File: src/rtl/arb_pkg.sv
// Shared types for the 4-requester round-robin arbiter.
// Requester order: A=0, B=1, C=2, D=3.
package arb_pkg;

  localparam int N_REQ = 4;

  typedef enum logic {
    IDLE,
    GRANT
  } arb_state_t;

  typedef logic [1:0] req_idx_t;

endpackage

File: src/rtl/onehot_enc_4to2.sv
// One-hot to 2-bit index encoder.
// Zero input encodes to 0.
module onehot_enc_4to2
  import arb_pkg::*;
(
  input  logic [N_REQ-1:0] i_oh,
  output req_idx_t         o_idx
);

  always_comb begin
    o_idx = '0;
    unique case (1'b1)
      i_oh[0]: o_idx = 2'd0;
      i_oh[1]: o_idx = 2'd1;
      i_oh[2]: o_idx = 2'd2;
      i_oh[3]: o_idx = 2'd3;
      default: o_idx = 2'd0;
    endcase
  end

endmodule

File: src/rtl/rr_arbiter_4to2.sv
// Round-robin 4-way arbiter with hold limit and registered grant.
// Priority rotates past the last owner on every release.
module rr_arbiter_4to2
  import arb_pkg::*;
#(
  parameter int MAX_HOLD = 8
) (
  input  logic             clk,
  input  logic             rst_n,
  input  logic [N_REQ-1:0] req,
  output logic [N_REQ-1:0] grant,
  output req_idx_t         grant_idx,
  output logic             grant_valid
);

  localparam int CW = $clog2(MAX_HOLD);
  localparam logic [CW-1:0] HOLD_LAST = CW'(MAX_HOLD - 1);

  arb_state_t       r_state;
  req_idx_t         r_ptr;
  logic [CW-1:0]    r_hold_cnt;
  logic [N_REQ-1:0] w_sel_oh;
  req_idx_t         w_sel_idx;
  req_idx_t         w_pos;
  logic             w_release;

  // Scan from the highest offset down so the nearest set bit wins.
  always_comb begin
    w_sel_oh = '0;
    w_pos    = r_ptr;
    for (int k = N_REQ - 1; k >= 0; k--) begin
      w_pos = r_ptr + req_idx_t'(k);
      if (req[w_pos]) begin
        w_sel_oh        = '0;
        w_sel_oh[w_pos] = 1'b1;
      end
    end
  end

  onehot_enc_4to2 u_enc (
    .i_oh  (w_sel_oh),
    .o_idx (w_sel_idx)
  );

  assign w_release = !req[grant_idx] || (r_hold_cnt == HOLD_LAST);

  always_ff @(posedge clk or negedge rst_n) begin
    if (!rst_n) begin
      r_state     <= IDLE;
      r_ptr       <= '0;
      r_hold_cnt  <= '0;
      grant       <= '0;
      grant_idx   <= '0;
      grant_valid <= 1'b0;
    end else begin
      unique case (r_state)
        IDLE: begin
          if (|req) begin
            grant       <= w_sel_oh;
            grant_idx   <= w_sel_idx;
            grant_valid <= 1'b1;
            r_hold_cnt  <= '0;
            r_state     <= GRANT;
          end
        end
        GRANT: begin
          if (w_release) begin
            grant       <= '0;
            grant_idx   <= '0;
            grant_valid <= 1'b0;
            r_ptr       <= grant_idx + 2'd1;
            r_hold_cnt  <= '0;
            r_state     <= IDLE;
          end else begin
            r_hold_cnt  <= r_hold_cnt + 1'b1;
          end
        end
        default: r_state <= IDLE;
      endcase
    end
  end

endmodule
File: config.mk
export PLATFORM = sky130hd
export DESIGN_NAME = rr_arbiter_4to2
export DESIGN_NICKNAME = d
export VERILOG_FILES = /design/src/rtl/arb_pkg.sv /design/src/rtl/onehot_enc_4to2.sv /design/src/rtl/rr_arbiter_4to2.sv
export SDC_FILE = /design/constraint.sdc
export NUM_CORES = 1
export LEC_CHECK = 0
export CORE_MARGIN = 3
export CORE_UTILIZATION = 30
export CTS_BUF_LIST = sky130_fd_sc_hd__clkbuf_8
export CTS_CLUSTER_SIZE = 10
export DETAILED_ROUTE_END_ITERATION = 7
export GPL_TIMING_DRIVEN = 0
export PLACE_DENSITY = 0.51
export RECOVER_POWER = 50
export SETUP_SLACK_MARGIN = 0.3
export SYNTH_ARGS = -nofsm -noshare
export SYNTH_HDL_FRONTEND = slang
export SYNTH_SLANG_ARGS = --single-unit
File: constraint.sdc
create_clock -name clk -period 3.65 [get_ports clk]
set_input_delay 0.73 -clock clk [delete_from_list [all_inputs] [get_ports clk]]
set_output_delay 0.73 -clock clk [all_outputs]
set_load 0.005 [all_outputs]
==> reports/results.ini, run 1 <==
[power_and_ir_drop]
p_leak_uw=0.000569
p_switching_uw=450
seqPwrFrac_pct=24.9
power.share.clock_pct=11.4
p_int_uw=603
comb_power_share_pct=63.7
swShare_pct=42.8
ir_worst_vdd_mv=0.378
finalPower_uw=1050
powerDensity_mw_per_mm2=859

[layout]
post-route-util_pct=39.2
area_delta_synth_final_pct=21.9
fillCellCount=317
final_cells=160
nets=133
drive_gt1_share_pct=17.2
antennaDiodeCount=0

[worst_hold_path]
min_from=grant[0]$_DFFE_PN0P_
worstHoldPathType=reg -> reg

[drt]
ant_nets=0
route.detailed.drc=0
drt-total-wl_mm=2.11
vias=795
drt-wirelength-per-cell_um=13.2
vias_per_cell=4.97
dr.pass1.iters=4
drt_iter0_markers=28

[clocking]
cts_buffers=3
clk_latency_ns=0.23
cts_num_sinks=13
postCtsSetupRepairBufs=0
ctsHoldBuffers=0
htreeDepth=1
cts_resized=0
cts_root_buf=clkbuf_8
tritoncts=built
clock_path_buffers=2
clkTransAtPathRegs_ns=0.05

[timing]
tns_ns=0
tightestPinTransition_ns=0.596
clock_skew_ns=0.000652
setup_viol=0
hold_viol=0
report.final.slew_viol_count=0
fmax_mhz=397
slew_headroom_pct=60.1
post-route-min-period_ns=2.52
rsz0062_at_grt=false
fin_crit_sh_pct=69.0
holdWs_ns=0.480

[worst_setup_path]
worst_setup_path_start_kind=flip-flop
arrival_ns=2.69
worstSetupStartpoint=r_ptr[0]$_DFFE_PN0P_
cp-end-kind=flip-flop
cp.required_ns=3.82
cp_max_fo=8
r2r-start=r_ptr[0]$_DFFE_PN0P_
setup.worst_path.class=reg -> reg

[grt]
grtUsageTotal_pct=11.3
grt_max_degree=14
grt_pass1_vias=850
antenna_found_initial=0
grt_pass1_wl_mm=3.72
overflow=0

[synthesis]
synth.area.top_cells=dfrtp_1, ha_1, mux4_2, nand2_1, mux2_2
synth_nets=116
ys_ff_latch=13
yosysWarnings=0
yosysMostFrequentCell=dfrtp_1
synth_area_per_cell_sq_um=10.1
synth.cell_area_sq_mm=0.00101
ys_top_cells_by_count=dfrtp_1, nand2_1, ha_1
yosysTopAreaCellShare_pct=32.3
ys.flop_type=dfrtp_1
synth-edff-count=0
synth_top_cell_by_area=dfrtp_1
seq_area_frac_synth_pct=32.3
synthArstFlopShare_pct=100
ys_types=37
syn_inst=100

[floorplanning]
rows=20
initial_core_util_pct=32.2
die_w_um=63.9
coreArea_sq_mm=0.00313
fp.dieH_um=63.9
dieArea_sq_mm=0.00408
io_pins=13

[status]
status=complete, no violations

[place]
dp_cells=156
place.gp.congestion=0.821
numPortBuffers=12
hpwl_mm=1.70

[job]
maxCapViolations=0

stage by stage:
| stage | cell area, sq um | setup slack, ns |
|---|---|---|
| finish | 1230 | 1.13 |
| global route | 1230 | 1.02 |
| CTS | 1230 | 1.16 |
| detailed placement | 1180 | 0.936 |
| global placement | 1180 | 0.967 |
| floorplan | 1010 | 1.49 |
sequential cells by signal, indices dropped and copies added (netlist names):
register	flops
r_hold_cnt	3
r_ptr	2
grant_idx	2
grant_valid	1
r_state	1
grant	4
path summary, 6_finish.rpt:
kind,endpoint,slack (ns),depth (start not counted)
min,grant[0]$_DFFE_PN0P_,0.48,2
max reg2reg,grant_idx[1]$_DFFE_PN0P_,1.13,8
max in group asynchronous,r_ptr[1]$_DFFE_PN0P_,2.32,1
min in group asynchronous,grant_idx[0]$_DFFE_PN0P_,0.94,1
max,grant_idx[1]$_DFFE_PN0P_,1.13,8
min reg2reg,grant[0]$_DFFE_PN0P_,0.48,2
layer usage:
layer  track usage (%)  wire (um)
met3              2.28         82
met2              17.7        897
met1              15.3       1110
met5                 0          0
met4              4.04         16
logic make-up (layout without fill, tap and decap cells):
logic type / count (synthesis) / in the layout / share of synthesized area [%]
XOR/XNOR: 1 / 1 / 0.871
AO/OA/AOI/OAI: 22 / 22 / 17.8
buffers and inverters: 7 / 23 / 3.86
AND/OR/NAND/NOR: 38 / 38 / 19.3
adder cells (fa/ha/maj): 10 / 10 / 12.4
multiplexers: 9 / 9 / 13.4
flip-flops: 13 / 13 / 32.3
critical path, stage by stage, from the launching register on:
cell	delay (ns)
dfrtp_1	0.43
buf_6	0.16
inv_1	0.24
ha_1	0.29
buf_4	0.16
mux2i_2	0.33
a2111oi_2	0.10
o41ai_1	0.55
nand4b_1	0.18
power groups by stage:
stage	clock network [uW]	registers [uW]	logic, uW
2_1_floorplan	0	254	508
3_3_place_gp	0	263	673
3_5_place_dp	0	265	676
4_1_cts	125	264	680
5_1_grt	132	274	757
6_report	121	262	671
cell type report:
class	count	area, sq um	share of cell area [%]
Multi-Input combinational cell	80	642	52.3
Sequential cell	13	325	26.5
Timing Repair Buffer	12	120	9.80
Tap cell	44	55.1	4.49
Clock buffer	3	41.3	3.37
Buffer	3	23.8	1.94
Inverter	4	15.0	1.22
Clock inverter	1	3.75	0.306
placed cells by master, fill, tap and decap left out, drive strengths merged, types with 2 or more instances in the layout:
cell type,count
dfrtp,13
nand3,5
o22ai,2
o41ai,3
o21ai,2
a2111oi,2
a22o,2
a21o,2
clkbuf,4
or2,2
nor2,8
clkdlybuf4s50,8
ha,10
mux2i,4
buf,2
and3,4
nand2b,3
nand4b,2
o21bai,2
dlygate4sd3,4
mux4,2
nand2,11
mux2,3
inv,5
Note: power is estimated with default switching activity, not from simulation.
==> inputs of run 2 (changes only) <==
==> constraint.sdc (replaced) <==
create_clock -name clk -period 2.6 [get_ports clk]
set_input_delay 0.52 -clock clk [delete_from_list [all_inputs] [get_ports clk]]
set_output_delay 0.52 -clock clk [all_outputs]
set_load 0.005 [all_outputs]
==> run 2 against run 1 <==
First-iteration DRC count rose by 43%. Clock skew barely moved. Hold slack improved by 0.0023 ns. Critical path depth fell by 2. Final area rose by 4.1%. Critical endpoint unchanged. Largest cell class unchanged.
==> reports/results.ini, run 2 (same netlist as run 1, synthesis figures left out) <==
[drt]
dr.pass1.iters=4  ; unchanged
ant_nets=0  ; unchanged
route.detailed.drc=0  ; unchanged
drt_iter0_markers=40  ; +43%
vias_per_cell=4.96  ; -0.11%
drt-total-wl_mm=2.29  ; +8.6%
drt-wirelength-per-cell_um=14.1  ; +6.6%
vias=809  ; +1.8%

[layout]
drive_gt1_share_pct=24.4  ; +7.1 points
mostFrequentLayoutCells=dfrtp_1, nand2_1, ha_1
antennaDiodeCount=0  ; unchanged
largest_registers=grant: 4 flops, r_hold_cnt: 3 flops
largest_reg_flops=4  ; unchanged
nets=136  ; +2.3%
mostFrequentLayoutCell=dfrtp_1
fillCellCount=314  ; -0.95%
area_delta_synth_final_pct=26.9
top_register=grant
final_cells=163  ; +1.9%
multiInputGateArea_sq_um=664  ; +3.5%
seq_area_sq_um=327  ; +0.38%

[place]
post-place-ws_ns=0.0963  ; -0.840 ns
place.gp.congestion=0.821  ; unchanged
dp_cells=156  ; unchanged
numPortBuffers=12  ; unchanged
hpwl_mm=1.70  ; unchanged

[timing]
worst_slack_ns=0.437  ; -0.693 ns
tightestPinTransition_ns=0.591  ; -0.00526 ns
tns_ns=0  ; unchanged
hold_viol=0  ; unchanged
fmax_mhz=462
fin_crit_sh_pct=83.2
setup_viol=0  ; unchanged
report.final.slew_viol_count=0  ; unchanged
rsz0062_at_grt=false
clock_skew_ns=0.000875  ; +0.000223 ns
slew_headroom_pct=60.5  ; +0.35 points
post-route-min-period_ns=2.16

[clocking]
clkTransAtPathRegs_ns=0.05  ; about the same
htreeDepth=1  ; unchanged
cts_buffers=3  ; unchanged
tritoncts=built
clk_latency_ns=0.24  ; about the same
cts_num_sinks=13  ; unchanged
clock_path_buffers=2  ; unchanged
cts_root_buf=clkbuf_8

[floorplanning]
io_pins=13  ; unchanged
fp.dieH_um=63.9  ; unchanged
rows=20  ; unchanged
coreArea_sq_mm=0.00313  ; unchanged
initial_core_util_pct=32.2  ; unchanged
die_w_um=63.9  ; unchanged
dieArea_sq_mm=0.00408  ; unchanged

[power_and_ir_drop]
ir_worst_vdd_mv=0.534  ; +41%
powerDensity_mw_per_mm2=1230  ; +43%
p_leak_uw=0.000586  ; +3.0%

[worst_setup_path]
path_cells=clkdlybuf4s50_1, mux2_2, and3_1, a2111oi_2, o41ai_2, nand4b_1
cp-end-kind=flip-flop
cp_max_fo=5  ; -3
slowest_stage=clkdlybuf4s50_1
arrival_ns=2.27  ; -0.42 ns
max_stage_delay_ns=0.50  ; -0.05 ns
worst_setup_path_start_kind=input pin
cp.required_ns=2.71  ; -1.11 ns
setup.worst_path.class=in -> reg

[job]
maxCapViolations=0  ; unchanged

[grt]
grt_max_degree=14  ; unchanged
antenna_found_initial=0  ; unchanged
grt.met1_usage_pct=15.7  ; +0.33 points
grt_use_met3_pct=2.28  ; unchanged
overflow=0  ; unchanged
grtUsageTotal_pct=11.8  ; +0.48 points
grt-busiest-layer=met2
grt_util_met2_pct=19.1  ; +1.4 points
grt_pass1_vias=869  ; +2.2%
grt_pass1_wl_mm=3.88  ; +4.4%

[status]
status=complete, no violations

[worst_hold_path]
worstHoldPathType=reg -> reg

-- run 2: what timing repair did --
action | in CTS | in global routing
pin swaps | 2 | 0
endpoints found under the setup margin | 4 | 5
gates resized for setup | 3 | 3
hold buffers | 0 | 0
setup buffers | 1 | 2
-- run 2: worst max-delay path: cells and delay by family --
kind | cells | cell delay, ns
buffers and inverters | 1 | 0.50
AO/OA/AOI/OAI | 2 | 0.51
multiplexers | 1 | 0.35
AND/OR/NAND/NOR | 2 | 0.38
-- run 2: layout make-up --
type	count	share of cell area, %
plain buffers	3	1.86
clock buffers	3	3.24
clock inverters	1	0.294
inverters	4	1.47
multi-input cells	80	52.1
flip-flops and latches	13	25.6
well taps	44	4.31
repair buffers	15	11.2
-- run 2: path summary, 6_finish.rpt --
path,startpoint,to,slack (ns),depth (start not counted)
max,req[2],grant_idx[1]$_DFFE_PN0P_,0.44,6
min,grant[0]$_DFFE_PN0P_,grant[0]$_DFFE_PN0P_,0.48,2
max reg2reg,r_ptr[0]$_DFFE_PN0P_,grant_idx[0]$_DFFE_PN0P_,0.47,8
min reg2reg,grant[0]$_DFFE_PN0P_,grant[0]$_DFFE_PN0P_,0.48,2
max in group asynchronous,rst_n,r_ptr[1]$_DFFE_PN0P_,1.45,1
min in group asynchronous,rst_n,grant_idx[0]$_DFFE_PN0P_,0.73,1
-- run 2: metal layers --
layer / wire length [um] / share of wire, %
met1: 1160 / 51
met3: 90 / 3.9
met5: 0 / 0
met2: 1030 / 45
met4: 16 / 0.70
-- run 2: power breakdown --
group / total (uW) / switching [uW] / internal, uW
combinational: 1040 / 538 / 502
clock: 169 / 65.5 / 104
sequential: 363 / 77.7 / 285
-- run 2: through the flow --
step | util [%] | hold slack [ns] | cell area, sq um | total power (uW)
2_1_floorplan | - | 0.224 | 1010 | 1070
3_3_place_gp | 37.8 | 0.467 | 1180 | 1310
3_5_place_dp | 37.8 | 0.471 | 1180 | 1320
4_1_cts | 40.0 | 0.490 | 1250 | 1540
5_1_grt | 40.8 | 0.505 | 1280 | 1720
6_report | 40.8 | 0.483 | 1280 | 1570
==> edit, RTL diff (settings of run 2) <==
Set the parameter `MAX_HOLD` to 16 (it was 8).
--- a/src/rtl/rr_arbiter_4to2.sv
+++ b/src/rtl/rr_arbiter_4to2.sv
@@ -3,7 +3,7 @@
 module rr_arbiter_4to2
   import arb_pkg::*;
 #(
-  parameter int MAX_HOLD = 8
+  parameter int MAX_HOLD = 16
 ) (
   input  logic             clk,
   input  logic             rst_n,
Behaviour: not the same (a bounded check fails within 10 cycles, from zero or initial values and one cycle with rst_n low).
==> edit against run 2 <==
Routed wire length fell by 5.9%. Setup slack worse by 7.2 ps. Count of clock-buffer cells in the layout stayed put. Synthesized area fell by 0.25%. Power is 13% lower. Clock power increased by 4%. Final area down 2.1%. Clock skew up 0.92 ps. Sequential cell count up 1. Die area fell by 0.22%. Global-route usage fell by 0.18 points. Critical endpoint is now grant[2].
==> edit: results <==
global_route:
  grt_pass1_vias: 803
  grt_max_degree: 15
  grt_first_pass_wirelength_um: 3753
pwr:
  comb_power_share: 0.608
  irDropWorstVdd_mv: 0.3471
  switching_share: 0.3980
  p_leak_uw: 0.0005485
layout:
  largestRegisters: "grant: 4 flops, r_hold_cnt: 4 flops"
  final_nets: 130
setup_path:
  worstPathArrival_ps: 2300
cts:
  cts_resized: 1
synthesis:
  synth_cell_types: 33
  syn_nets: 111
  synth_area_leaders: "dfrtp_1 35%, mux4_2 11%, ha_1 8.7%"
  synthCells: 98
  netlist_top_cells_count: "14 x dfrtp_1, 10 x nand2_1, 7 x ha_1, 7 x inv_1"
timing:
  skew_ps: 1.799
  tightest_slew_ps: 822.8
route:
  num_vias: 806
  dr.pass1.iters: 3
  post_drt_wl_per_cell_um: 13.55
  drt-initial-drc-count: 21
  routed_via_density: 5.069
placed_design:
  place_hpwl_um: 1647
  dp.cells: 154
  routabilityCongestion: 0.7643
  place_ws_ps: 71.00
outcome:
  outcome: "complete, no violations"
edit: cell families (layout without fill, tap and decap cells):
family | after synthesis | count (layout) | share of synthesized area
buffers and inverters | 10 | 27 | 0.04613
adder cells (fa/ha/maj) | 7 | 7 | 0.08728
flip-flops | 14 | 14 | 0.3491
XOR/XNOR | 1 | 1 | 0.008730
AND/OR/NAND/NOR | 30 | 30 | 0.1658
multiplexers | 9 | 9 | 0.1521
AO/OA/AOI/OAI | 27 | 27 | 0.1908
edit: final cells by class:
cell class / count / area (um^2)
inverters: 7 / 26.28
flip-flops and latches: 14 / 350.3
repair buffers: 14 / 136.4
clock buffers: 3 / 41.29
multi-input cells: 74 / 618.1
plain buffers: 3 / 22.52
fillers: 315 / 1878
well taps: 44 / 55.05
edit: critical path, stage by stage, from the launching register on:
cell and delay [ps]:
dfrtp_1 380, clkbuf_4 190, inv_1 110, ha_4 310
mux4_2 310, nor2b_1 170, a221oi_2 220, nor3_1 100
a221o_1 270
edit: final timing paths:
path	start	end	slack [ps]
setup / recovery	r_ptr[1]	grant[2]	430
hold reg to reg	grant[1]	grant[1]	460
hold / removal	grant[1]	grant[1]	460
min in group asynchronous	rst_n	grant_idx[0]	740
max in group asynchronous	rst_n	r_hold_cnt[0]	1450
setup reg to reg	r_ptr[1]	grant[2]	430
edit: metrics by stage:
step	hold slack, ps	power (uW)	area, um^2	utilization
6_report	464.8	1362	1250	0.3996
5_1_grt	506.0	1485	1250	0.3996
4_1_cts	474.7	1349	1232	0.3940
3_5_place_dp	461.5	1144	1179	0.3768
3_3_place_gp	454.4	1130	1179	0.3768
2_1_floorplan	224.4	925.6	1003	-
edit: metal layers:
metal | global-route usage | share of wire
met1 | 0.1405 | 0.47
met4 | 0.06469 | 0.024
met5 | 0 | 0
met3 | 0.01230 | 0.021
met2 | 0.1987 | 0.48
